### src/rtl/alu_spi_master.sv
// rtl/alu_spi_master.sv - SPI mode-0 initiator for the SPI-attached ALU slave
module alu_spi_master #(
    parameter int CLK_DIV = 4
) (
    input  logic        clock,
    input  logic        reset,
    input  logic        start,
    input  logic [31:0] a,
    input  logic [31:0] b,
    input  logic [3:0]  op,
    output logic        busy,
    output logic        done,
    output logic [31:0] result,
    output logic        zero,
    output logic        carry,
    output logic        overflow,
    output logic        sclk,
    output logic        cs_n,
    output logic        mosi,
    input  logic        miso
);

    localparam int CW = (CLK_DIV > 1) ? $clog2(CLK_DIV) : 1;
    localparam logic [CW-1:0] CNT_LAST = CW'(CLK_DIV - 1);

    typedef enum logic [1:0] {
        IDLE     = 2'd0,
        SHIFT_TX = 2'd1,
        SHIFT_RX = 2'd2,
        HOLD     = 2'd3
    } state_t;

    state_t        state_q;
    logic [CW-1:0] cnt_q;
    logic [6:0]    bit_q;
    logic [70:0]   tx_q;
    logic [39:0]   rx_q;
    logic          tail_q;
    logic          sclk_q, cs_n_q, mosi_q, busy_q, done_q;
    logic          zero_q, carry_q, overflow_q;
    logic [31:0]   result_q;
    logic [71:0]   tx_frame;
    logic          tick;

    assign tx_frame = {4'b0000, op, a, b};
    assign tick     = (cnt_q == CNT_LAST);

    always_ff @(posedge clock or negedge reset) begin
        if (!reset) begin
            state_q    <= IDLE;
            cnt_q      <= '0;
            bit_q      <= '0;
            tx_q       <= '0;
            rx_q       <= '0;
            tail_q     <= 1'b0;
            sclk_q     <= 1'b0;
            cs_n_q     <= 1'b1;
            mosi_q     <= 1'b0;
            busy_q     <= 1'b0;
            done_q     <= 1'b0;
            result_q   <= '0;
            zero_q     <= 1'b0;
            carry_q    <= 1'b0;
            overflow_q <= 1'b0;
        end else begin
            done_q <= 1'b0;
            if (state_q != IDLE) begin
                cnt_q <= tick ? '0 : cnt_q + CW'(1);
            end
            case (state_q)
                IDLE: begin
                    if (start) begin
                        tx_q    <= tx_frame[70:0];
                        mosi_q  <= tx_frame[71];
                        cs_n_q  <= 1'b0;
                        busy_q  <= 1'b1;
                        cnt_q   <= '0;
                        bit_q   <= '0;
                        tail_q  <= 1'b0;
                        state_q <= SHIFT_TX;
                    end
                end
                SHIFT_TX: begin
                    if (tick) begin
                        if (!sclk_q) begin
                            sclk_q <= 1'b1;
                        end else begin
                            sclk_q <= 1'b0;
                            bit_q  <= bit_q + 7'd1;
                            if (bit_q == 7'd71) begin
                                mosi_q  <= 1'b0;
                                state_q <= SHIFT_RX;
                            end else begin
                                mosi_q <= tx_q[70];
                                tx_q   <= {tx_q[69:0], 1'b0};
                            end
                        end
                    end
                end
                SHIFT_RX: begin
                    if (tick) begin
                        // tail_q marks the extra half-period cs_n stays low after the last fall
                        if (tail_q) begin
                            cs_n_q     <= 1'b1;
                            done_q     <= 1'b1;
                            result_q   <= rx_q[39:8];
                            overflow_q <= rx_q[2];
                            carry_q    <= rx_q[1];
                            zero_q     <= rx_q[0];
                            tail_q     <= 1'b0;
                            bit_q      <= '0;
                            state_q    <= HOLD;
                        end else if (!sclk_q) begin
                            sclk_q <= 1'b1;
                            rx_q   <= {rx_q[38:0], miso};
                        end else begin
                            sclk_q <= 1'b0;
                            if (bit_q == 7'd111) begin
                                tail_q <= 1'b1;
                            end else begin
                                bit_q <= bit_q + 7'd1;
                            end
                        end
                    end
                end
                HOLD: begin
                    if (tick) begin
                        busy_q  <= 1'b0;
                        state_q <= IDLE;
                    end
                end
                default: state_q <= IDLE;
            endcase
        end
    end

    assign busy     = busy_q;
    assign done     = done_q;
    assign result   = result_q;
    assign zero     = zero_q;
    assign carry    = carry_q;
    assign overflow = overflow_q;
    assign sclk     = sclk_q;
    assign cs_n     = cs_n_q;
    assign mosi     = mosi_q;

endmodule

### config.mk
export PLATFORM = sky130hd
export DESIGN_NAME = alu_spi_master
export DESIGN_NICKNAME = d
export VERILOG_FILES = /design/src/rtl/alu_spi_master.sv
export SDC_FILE = /design/constraint.sdc
export NUM_CORES = 1
export LEC_CHECK = 0
export CORE_ASPECT_RATIO = 0.7
export CORE_MARGIN = 1.5
export CORE_UTILIZATION = 54
export CTS_CLUSTER_SIZE = 10
export DETAILED_ROUTE_END_ITERATION = 8
export PLACE_DENSITY_LB_ADDON = 0.1
export REMOVE_ABC_BUFFERS = 1
export SYNTH_ARGS = -nofsm -noshare
export SYNTH_HDL_FRONTEND = slang
export SYNTH_SLANG_ARGS = --single-unit
### constraint.sdc
create_clock -name clock -period 2.95 [get_ports clock]
set_input_delay 0.59 -clock clock [delete_from_list [all_inputs] [get_ports clock]]
set_output_delay 0.59 -clock clock [all_outputs]
set_load 0.01 [all_outputs]
**Yosys cells after proc, flatten, opt, wreduce, memory -nomap -nowiden**

Index checks and enable logic that the tools add are counted.

- Flip-flop bits (word level): 163
- Word-level logic and storage cells: 102

- $add $sub $neg: 2
- Eq/ne operators: 17
- Mux-type cells: 49
- Bitwise logic cells: 2
- Reduce and logical (&&, ||, !) cells: 17

Operator list:

| kind | number |
|---|---|
| $mux 71 | 4 |
| $pmux 71 s2 | 1 |
| $mux 7 | 7 |
| $mux 2 | 11 |
| $pmux 7 s3 | 1 |
| $mux 1 | 19 |
| $ne 2x2->1 const B | 9 |
| $reduce_and 4->1 | 4 |
| $eq 7x7->1 const B | 2 |
| $reduce_and 7->1 | 2 |
| $pmux 1 s2 | 5 |
| $reduce_bool 2->1 | 5 |
| $reduce_and 3->1 | 3 |
| $pmux 2 s4 | 1 |
| $add 7x1->7 const B | 1 |
| $eq 2x2->1 const B | 3 |
| $ne 3x3->1 const B | 2 |
| $reduce_and 5->1 | 1 |
| $reduce_bool 3->1 | 1 |
| $add 2x1->2 const B | 1 |
| $eq 2x1->1 const B | 1 |
| $logic_not 2->1 | 1 |
| $not 1->1 | 2 |

**Depth between registers and ports, before layout**

- Word-level depth: 6
- Depth in mapped cells: 9

**Worst setup path before layout**

No wires, ideal clock.

- Path type: reg-to-reg
- From: register state_q[1]
- To: register tx_q[60]
- Data arrival time: 1.968 ns
- Slack: 0.854 ns
- Cell stages (with the launch flop): 8
- Buffers on the path: 3
- Clock period less this slack: 2.096 ns
- Path through: dfrtp_1 inv_1 ha_1 buf_2 buf_2 clkbuf_1 mux2_2 mux2_1

- Cells in the longest elaborated chain, start to end: 3
- Elaborated cells between the ends (all ways): 9

Ends and longest elaborated chain:

| item | line | RTL |
|---|---|---|
| start, declared | 33 | `state_t state_q;` |
| start signal, assigned | 50 | `state_q <= IDLE;` |
| start signal, assigned | 80 | `state_q <= SHIFT_TX;` |
| start signal, assigned | 92 | `state_q <= SHIFT_RX;` |
| $eq 2x1->1 / $logic_not 2->1 (equally long branches) | 70 | `case (state_q)` |
| $ne 2x2->1 (no source line) / $reduce_bool 2->1 (equally long branches) | n/a |  |
| $reduce_and 5->1 (no source line) | n/a |  |
| end signal, assigned | 73 | `tx_q <= tx_frame[70:0];` |
| end signal, assigned | 95 | `tx_q <= {tx_q[69:0], 1'b0};` |
| end, declared | 36 | `logic [70:0] tx_q;` |

Several ways; a longest one is shown, not always the timed one.
A chain may end at the register's enable or synchronous reset.

**Final worst setup path**

- From: register state_q[0]
- To: register rx_q[19]

- Cells in the longest elaborated chain, start to end: 2

Ends and longest elaborated chain:

| item | line | RTL |
|---|---|---|
| $eq 2x2->1 | 70 |  |
| $reduce_and 4->1 (no source line) | n/a |  |
| end signal, assigned | 115 | `rx_q <= {rx_q[38:0], miso};` |
| end, declared | 37 | `logic [39:0] rx_q;` |

No other way between the ends.

==> flow_summary.toml <==
[status]
outcome = "completed"

[setup_path]
regToRegSetupSlack_ns = 0.47
crit_arrival_ns = 2.77
r2r-end = "rx_q[19]"
crit_type = "flip-flop to flip-flop"
required_ns = 3.24
critPathLaunchType = "flip-flop"
ff2ff_path_depth = 7
r2r-start = "state_q[0]"
end_kind = "flip-flop"
crit_fanout = 40

[power]
switching_share_pct = 21.66
combPwrFrac_pct = 3.2
clkPwrFrac_pct = 47.5
switchingPower_uw = 981.3
pwr-share-seq_pct = 49.3
pwr_density_cell_nw_per_um2 = 493.1
power.leakage_uw = 0.004548
cell_internal_pwr_uw = 3549
vdd_ir_drop_max_mv = 0.3827

[cells_and_area]
drive_above_1_share_pct = 39.65
nets = 695
n_antenna_cell = 0
area_growth_pct = 26.47
nFillCells = 929

[timing]
hold_viol = 0
fmaxAchievable_mhz = 402.7
period_share_pct = 84.17
rsz0062_at_grt = "false"
worstMarginPinSlew_ns = 0.8374
setup_viol = 0
period_needed_ns = 2.483
fin_setup_tns_ns = 0
drv_slew = 0
skew_ns = 0.01419
whs_ns = 0.1458
slew-limit-headroom_pct = 44.17

[die]
placeableCoreArea_um2 = 13140
start_util_pct = 55.30
die_y_um = 100.1
die-area_um2 = 14170
num_rows = 35
die_w_um = 141.6
pin_count = 112

[place]
hpwl_mm = 8.926
place_congestion = 0.8225
numPortBuffers = 111

[logic_synthesis]
netlist_top_cells_count = "mux2_2, dfrtp_1, buf_2"
synth_top_flop_cell = "dfrtp_1"
synthArstFlopShare_pct = 100.0
synth_cells = 502
yosysUniqueCellTypes = 44
netlist_area_um2 = 7266
synth_most_common_cell = "mux2_2"
avgSynthCellArea_um2 = 14.47
yosys.area.top_type = "dfrtp_1"
yosysSeqAreaShare_pct = 56.16
yosys_warnings = 0
ys_ff_latch = 163
synth_top_area_share_pct = 55.79
synth_edf_count = 0
ys_top_cells_by_area = "dfrtp_1, mux2_2, mux2_1, ha_1, buf_2"

[clock_tree]
cts_resized = 0
clock_sinks = 163
clk_pin_slew_ns = 0.06
insertion_delay_ns = 0.42
cts_buffer_depth = 2
cts_tree = "built"
root_buffer = "clkbuf_16"
holdBufCountCts = 0
cts_setup_buffers = 0
cts_buffers = 17
h-tree-depth = 4

[drt]
postRouteAntennaNets = 0
via_count = 4270
vias_per_cell = 5.378
drc = 0
drt-pass1-iter-count = 4
routed_wl_mm = 13.17
wl_per_cell_um = 16.58
drt_iter0_drc = 172

[global_route]
grt_pass1_vias = 4452
grt_pass1_wl_mm = 22.40
grt.total_usage_pct = 20.14
grt_max_degree = 69
antenna_found_initial = 0
grt_remaining_overflow = 0

[job]
drv_cap = 0

[worst_hold_path]
hold_class = "primary input to async pin"
sequential cells by signal, summed over array words and instances, names as in the netlist:
signal and cells:
bit_q 7, busy 1, carry 1, cnt_q 2, cs_n 1, done 1, mosi 1, overflow 1
result 32, rx_q 40, sclk 1, state_q 2, tail_q 1, tx_q 71, zero 1
stage by stage:
step | setup slack (ns) | instances | cell area (um^2) | power [uW] | utilization (%)
2_1_floorplan | -1.831 | 475 | 7132 | 2279 | -
3_3_place_gp | 0.4369 | 762 | 8610 | 2426 | 65.53
3_5_place_dp | 0.4001 | 762 | 8610 | 2428 | 65.53
4_1_cts | 0.4736 | 794 | 9189 | 4594 | 69.94
5_1_grt | 0.2915 | 794 | 9189 | 4686 | 69.94
6_report | 0.4671 | 794 | 9189 | 4531 | 69.94
how the worst max path moves through the flow:
stage | cells past startpoint | end | from | slack [ns]
6_report | 7 | rx_q[19] | state_q[0] | 0.47
5_1_grt | 6 | state_q[1] | state_q[1] | 0.29
4_1_cts | 7 | rx_q[19] | state_q[0] | 0.47
3_5_place_dp | 6 | tx_q[27] | start | 0.40
3_3_place_gp | 6 | tx_q[26] | start | 0.44
2_1_floorplan | 6 | tx_q[10] | state_q[1] | -1.83
area by class of cell:
type	instances	area (um^2)	area share, %
Tap cell	166	207.7	2.260
Inverter	12	45.04	0.4902
Sequential cell	163	4080	44.40
Clock inverter	12	122.6	1.334
Clock buffer	20	456.7	4.970
Timing Repair Buffer	121	1237	13.47
Multi-Input combinational cell	300	3039	33.07
kinds of logic (layout without fill, tap and decap cells):
family	after synthesis	in the layout	share of synthesized area [%]
adder cells (fa/ha/maj)	8	8	1.378
AND/OR/NAND/NOR	45	45	3.582
buffers and inverters	39	165	2.463
AO/OA/AOI/OAI	29	29	2.790
multiplexers	217	217	33.51
flip-flops	163	163	56.16
XOR/XNOR	1	1	0.1206
cells in the final DEF, fill, tap and decap left out, types with 2 or more instances in the layout:
master	instances
clkinvlp_4	2
nor3_1	2
nor2_1	4
o21ai_0	6
a32o_1	2
mux2i_1	7
mux2_2	199
o22ai_1	2
nand4_1	5
nand2b_1	6
clkbuf_16	17
a21oi_1	4
dfrtp_1	162
inv_1	12
nor2b_1	3
inv_6	4
ha_1	7
nand2_1	11
o211ai_1	2
clkdlybuf4s50_1	110
buf_12	4
nand3_1	3
buf_4	6
mux2_1	11
clkbuf_8	2
clkinv_4	3
layer usage:
layer | share of wire, % | GRT usage [%] | vias to the layer above
met5 | 0 | 0 | -
met4 | 0.49 | 4.282 | 0
met3 | 4.9 | 6.775 | 6
met2 | 47 | 31.41 | 69
met1 | 47 | 27.71 | 2160
li1 | - | - | 2035
worst max-delay path: stages (launching register included):
cell	delay, ns
dfrtp_1	0.44
inv_1	0.13
ha_1	0.35
and2b_1	0.33
nand2b_1	0.30
nor2_4	0.19
buf_12	0.24
mux2_2	0.38
power groups by stage:
| stage | Clock [uW] | Combinational [uW] | Sequential, uW |
|---|---|---|---|
| floorplan | 0 | 1.40 | 2280 |
| global placement | 0 | 149 | 2280 |
| detailed placement | 0 | 152 | 2280 |
| CTS | 2210 | 152 | 2230 |
| global route | 2290 | 163 | 2230 |
| finish | 2150 | 146 | 2230 |
No activity file was read; power rests on OpenSTA's default activity.
